===== src/rtl/conv_mem_arbiter.sv =====
// rtl/conv_mem_arbiter.sv - round-robin burst arbiter for the convolution engine's single-port memory
// Ports: 0 filter read, 1 image read, 2 result write; each grant costs L+2 cycles.
module conv_mem_arbiter #(
  parameter int ADDR_W = 16,
  parameter int DATA_W = 32,
  parameter int LEN_W  = 5
) (
  input  logic                  clk,
  input  logic                  rst,
  input  logic [2:0]            req,
  input  logic [3*ADDR_W-1:0]   req_addr,
  input  logic [3*LEN_W-1:0]    req_len,
  input  logic [DATA_W-1:0]     res_wdata,
  output logic [2:0]            gnt,
  output logic [2:0]            beat,
  output logic [2:0]            rvalid,
  output logic [DATA_W-1:0]     rdata,
  output logic [2:0]            burst_done,
  output logic                  busy,
  output logic                  mem_en,
  output logic                  mem_we,
  output logic [ADDR_W-1:0]     mem_addr,
  output logic [DATA_W-1:0]     mem_wdata,
  input  logic [DATA_W-1:0]     mem_rdata
);

  typedef enum logic [1:0] {IDLE, GRANT, BURST, DRAIN} state_t;

  state_t            state, state_next;
  logic [1:0]        ptr, owner, win, idx;
  logic              win_valid;
  logic [2:0]        cand, owner_oh;
  logic [ADDR_W-1:0] base;
  logic [LEN_W-1:0]  len_m1, cnt, len_in;
  logic              last_beat;

  assign owner_oh  = 3'b001 << owner;
  assign last_beat = (cnt == len_m1);
  assign len_in    = req_len[owner*LEN_W +: LEN_W];
  assign rdata     = mem_rdata;

  // The finishing owner is masked in DRAIN so it cannot immediately re-win.
  always_comb begin
    cand      = req;
    win       = ptr;
    win_valid = 1'b0;
    idx       = '0;
    if (state == DRAIN) cand = req & ~owner_oh;
    for (int i = 1; i <= 3; i++) begin
      idx = 2'((int'(ptr) + i) % 3);
      if (!win_valid && cand[idx]) begin
        win       = idx;
        win_valid = 1'b1;
      end
    end
  end

  always_ff @(posedge clk or negedge rst) begin
    if (!rst) state <= IDLE;
    else      state <= state_next;
  end

  always_comb begin
    state_next = state;
    gnt        = '0;
    beat       = '0;
    burst_done = '0;
    busy       = 1'b0;
    mem_en     = 1'b0;
    mem_we     = 1'b0;
    mem_addr   = '0;
    mem_wdata  = '0;
    case (state)
      IDLE: begin
        if (win_valid) state_next = GRANT;
      end
      GRANT: begin
        busy       = 1'b1;
        gnt        = owner_oh;
        state_next = BURST;
      end
      BURST: begin
        busy     = 1'b1;
        gnt      = owner_oh;
        beat     = owner_oh;
        mem_en   = 1'b1;
        mem_addr = base + ADDR_W'(cnt);
        if (owner == 2'd2) begin
          mem_we    = 1'b1;
          mem_wdata = res_wdata;
        end
        if (last_beat) begin
          burst_done = owner_oh;
          state_next = DRAIN;
        end
      end
      DRAIN: begin
        busy       = 1'b1;
        gnt        = owner_oh;
        state_next = win_valid ? GRANT : IDLE;
      end
      default: state_next = IDLE;
    endcase
  end

  // Base and length are captured once in GRANT so requesters may change them freely afterwards.
  always_ff @(posedge clk or negedge rst) begin
    if (!rst) begin
      ptr    <= 2'd2;
      owner  <= 2'd0;
      base   <= '0;
      len_m1 <= '0;
      cnt    <= '0;
      rvalid <= '0;
    end else begin
      if ((state == IDLE || state == DRAIN) && win_valid) owner <= win;
      if (state == GRANT) begin
        ptr    <= owner;
        base   <= req_addr[owner*ADDR_W +: ADDR_W];
        len_m1 <= (len_in == '0) ? '0 : len_in - 1'b1;
        cnt    <= '0;
      end else if (state == BURST) begin
        cnt <= cnt + 1'b1;
      end
      rvalid <= (state == BURST && owner != 2'd2) ? owner_oh : 3'b000;
    end
  end

endmodule


===== config.mk =====
export PLATFORM = sky130hd
export DESIGN_NAME = conv_mem_arbiter
export DESIGN_NICKNAME = d
export VERILOG_FILES = /design/src/rtl/conv_mem_arbiter.sv
export SDC_FILE = /design/constraint.sdc
export NUM_CORES = 1
export LEC_CHECK = 0
export ABC_AREA = 0
export CORE_MARGIN = 10
export CORE_UTILIZATION = 39
export CTS_CLUSTER_SIZE = 24
export DETAILED_ROUTE_END_ITERATION = 16
export MAX_ROUTING_LAYER = met4
export PLACE_DENSITY = 0.95
export RECOVER_POWER = 100
export SYNTH_ARGS = -nofsm -noshare
export SYNTH_HDL_FRONTEND = slang
export SYNTH_SLANG_ARGS = --single-unit

===== constraint.sdc =====
create_clock -name clk -period 7.66 [get_ports clk]
set_clock_uncertainty 0.1 [all_clocks]
set_input_delay 1.915 -clock clk [delete_from_list [all_inputs] [get_ports clk]]
set_output_delay 1.915 -clock clk [all_outputs]
set_load 0.005 [all_outputs]

==> flow_metrics.env <==
export IMPL_finalSetupViolCount=0
export IMPL_violations="capacitance limit, slew limit"
export IMPL_core_area_um2=8220
export IMPL_finalHoldViolCount=0
export IMPL_die_area_um2=12600
export IMPL_cts_buffers=5
export IMPL_syn_inst=398
export IMPL_cts_resized=0
export IMPL_ys_ff_latch=35
export IMPL_synthTopCellsByCount="and2_1 (44), a21oi_1 (39), nor2_1 (38), dfrtp_1 (34), buf_4 (33)"
export IMPL_fin_area_um2=4810
export IMPL_yosysSeqAreaShare_pct=26.5
export IMPL_multi_input_area_um2=1970
export IMPL_cts_hold_buf=0
export IMPL_synth_cell_types=61
export IMPL_fmax_mhz=194
export IMPL_areaGrowthSynthToFinish_pct=45.5
export IMPL_area_sequential_um2=877
export IMPL_finalCritPeriodShare_pct=67.2
export IMPL_clockBufferDepth=2
export IMPL_dr_pass1_iters=4
export IMPL_yosysWarnings=0
export IMPL_fin_util_pct=58.6
export IMPL_whs_ps=421
export IMPL_grt_overflow_total=0
export IMPL_vias_per_cell=5.24
export IMPL_power_frac_clock_pct=8.4
export IMPL_clock_sinks=35
export IMPL_syn_nets=546
export IMPL_cap_violations=3
export IMPL_grt_usage_pct=17.5
export IMPL_startpoint_type="flip-flop"
export IMPL_cts_tree="done"
export IMPL_fin_cells=623
export IMPL_fin_tns_setup_ps=0
export IMPL_clk_pin_slew_worst_paths_ps=70
export IMPL_max_slew_margin_pct=-25.1
export IMPL_seq_power_share_pct=22.2
export IMPL_postSynthAreaPerCell_um2=8.31
export IMPL_power_density_nw_per_um2=350
export IMPL_place_area_um2=4750
export IMPL_arrival_ps=3130
export IMPL_worstSetupPathType="flip-flop to output port"
export IMPL_cp_required_ps=5640
export IMPL_synth_top_cell_area_share_pct=25.7
export IMPL_dp_cells=615
export IMPL_first_iter_violations=133
export IMPL_ir_drop_uv=198
export IMPL_die_w_um=112
export IMPL_ant_nets=0
export IMPL_die_h_um=112
export IMPL_report_final_slew_viol_count=110
export IMPL_async_flop_share_pct=100
export IMPL_rows=33
export IMPL_dp_hpwl_um=9370
export IMPL_postCtsSetupBuffers=0
export IMPL_leakagePower_nw=2.08
export IMPL_ff2ff_setup_slack_ps=4820
export IMPL_synth_top_cell_by_area="dfrtp_1"
export IMPL_worst_pin_slew_ps=1880
export IMPL_comb_power_share_pct=69.3
export IMPL_min_period_ps=5150
export IMPL_antenna_found_initial=0
export IMPL_grt_max_degree=48
export IMPL_start_util_pct=40.3
export IMPL_routed_wl_um=11300
export IMPL_path_max_fanout=35
export IMPL_grt_pass1_vias=3513
export IMPL_gp_congestion=0.876
export IMPL_rsz0062_at_grt="false"
export IMPL_drive_gt1_share_pct=4.44
export IMPL_grt_pass1_wl_um=17800
export IMPL_h_tree_depth=2
export IMPL_p_int_mw=0.918
export IMPL_fillers=683
export IMPL_root_buffer="clkbuf_8"
export IMPL_switching_power_mw=0.765
export IMPL_status="finished with violations"
export IMPL_end_kind="output port"
export IMPL_io_pins=227
export IMPL_synth_most_common_cell="and2_1"
export IMPL_num_antenna_cells=0
export IMPL_synth_area_um2=3310
export IMPL_ys_flop_type="dfrtp_1"
export IMPL_synth_edff_count=0
export IMPL_hp_class="flip-flop to flip-flop"
export IMPL_swShare_pct=45.5
export IMPL_vias=3267
export IMPL_clk_latency_ps=290
export IMPL_routedWlPerCell_um=18.2
export IMPL_numPortBuffers=162
export IMPL_final_nets=665
export IMPL_drc_errors=0
export IMPL_synth_area_top_cells="dfrtp_1 (26%), and2_1 (8.3%), buf_4 (7.5%)"
-- power by group through the flow --
stage | clock network (mW) | registers, mW | logic, mW
final | 0.142 | 0.374 | 1.17
after global routing | 0.153 | 0.388 | 1.30
after CTS | 0.143 | 0.372 | 1.22
after detailed placement | 0 | 0.375 | 1.22
after global placement | 0 | 0.368 | 1.17
after floorplan | 0 | 0.352 | 0.824
-- sequential cells by signal, summed over array words and instances (netlist names) --
register	cells
rvalid	3
ptr	2
base	16
len_m1	5
state	2
owner	2
cnt	5
-- placed cells by master, fill, tap and decap left out, types with 3 or more instances in the layout --
master             n
clkdlybuf4s50_1  108
and2_0            25
nor2b_1            5
o31ai_1            3
a2bb2oi_1          3
nand3_1            9
a211oi_1           7
nor3_1             4
a21oi_1           39
dfrtp_1           34
inv_1             23
nand4_1            6
o2bb2ai_1          5
and2_1            19
xor2_1             6
clkbuf_8           6
nor2_1            38
nor3b_1            4
xnor2_1           10
a21o_1             3
dlygate4sd3_1     54
o22ai_1            3
nand2_1           13
o21ai_0            9
ha_1              15
mux2i_1           23
-- final timing paths --
check | startpoint | endpoint | cells past startpoint
setup reg to reg | state[1] | len_m1[4] | 6
hold / removal | len_m1[4] | len_m1[4] | 1
max in group asynchronous | rst | state[0] | 2
setup / recovery | state[0] | mem_wdata[1] | 5
min in group asynchronous | rst | rvalid[0] | 2
hold reg to reg | len_m1[4] | len_m1[4] | 1
-- metal layers --
metal  vias up  global-route usage (%)  part of all wire (%)
met5         -                       -                     0
met4         0                    6.26                   2.6
met3        22                    5.01                   8.1
met2       150                    31.4                    52
met1      1512                    17.7                    37
li1       1583                       -                     -
-- kinds of logic after synthesis --
family	after synthesis	synth area share, %
flip-flops	35	26.5
other	1	0.113
adder cells (fa/ha/maj)	16	6.28
buffers and inverters	78	13.2
AND/OR/NAND/NOR	136	22.7
XOR/XNOR	16	4.24
multiplexers	25	7.64
AO/OA/AOI/OAI	91	19.4
-- cell type report --
class                           count  share of cell area, %
Multi-Input combinational cell    285                   41.0
Clock inverter                      2                  0.338
Timing Repair Buffer              166                   34.1
Tap cell                          105                   2.73
Clock buffer                        6                   1.72
Inverter                           24                   1.87
Sequential cell                    35                   18.2
-- metrics by stage --
step                      worst slack, ps  power, mW
after global routing                 2200       1.84
after detailed placement             2610       1.59
after global placement               2610       1.54
after floorplan                      3610       1.18
after CTS                            2530       1.74
final                                2520       1.68
-- worst max-delay path: stages (launching register included) --
cell	delay, ps
dfrtp_1	460
inv_1	110
ha_1	660
and3b_1	810
and2_1	220
dlygate4sd3_1	580
Power figures use the tool's default switching activity.
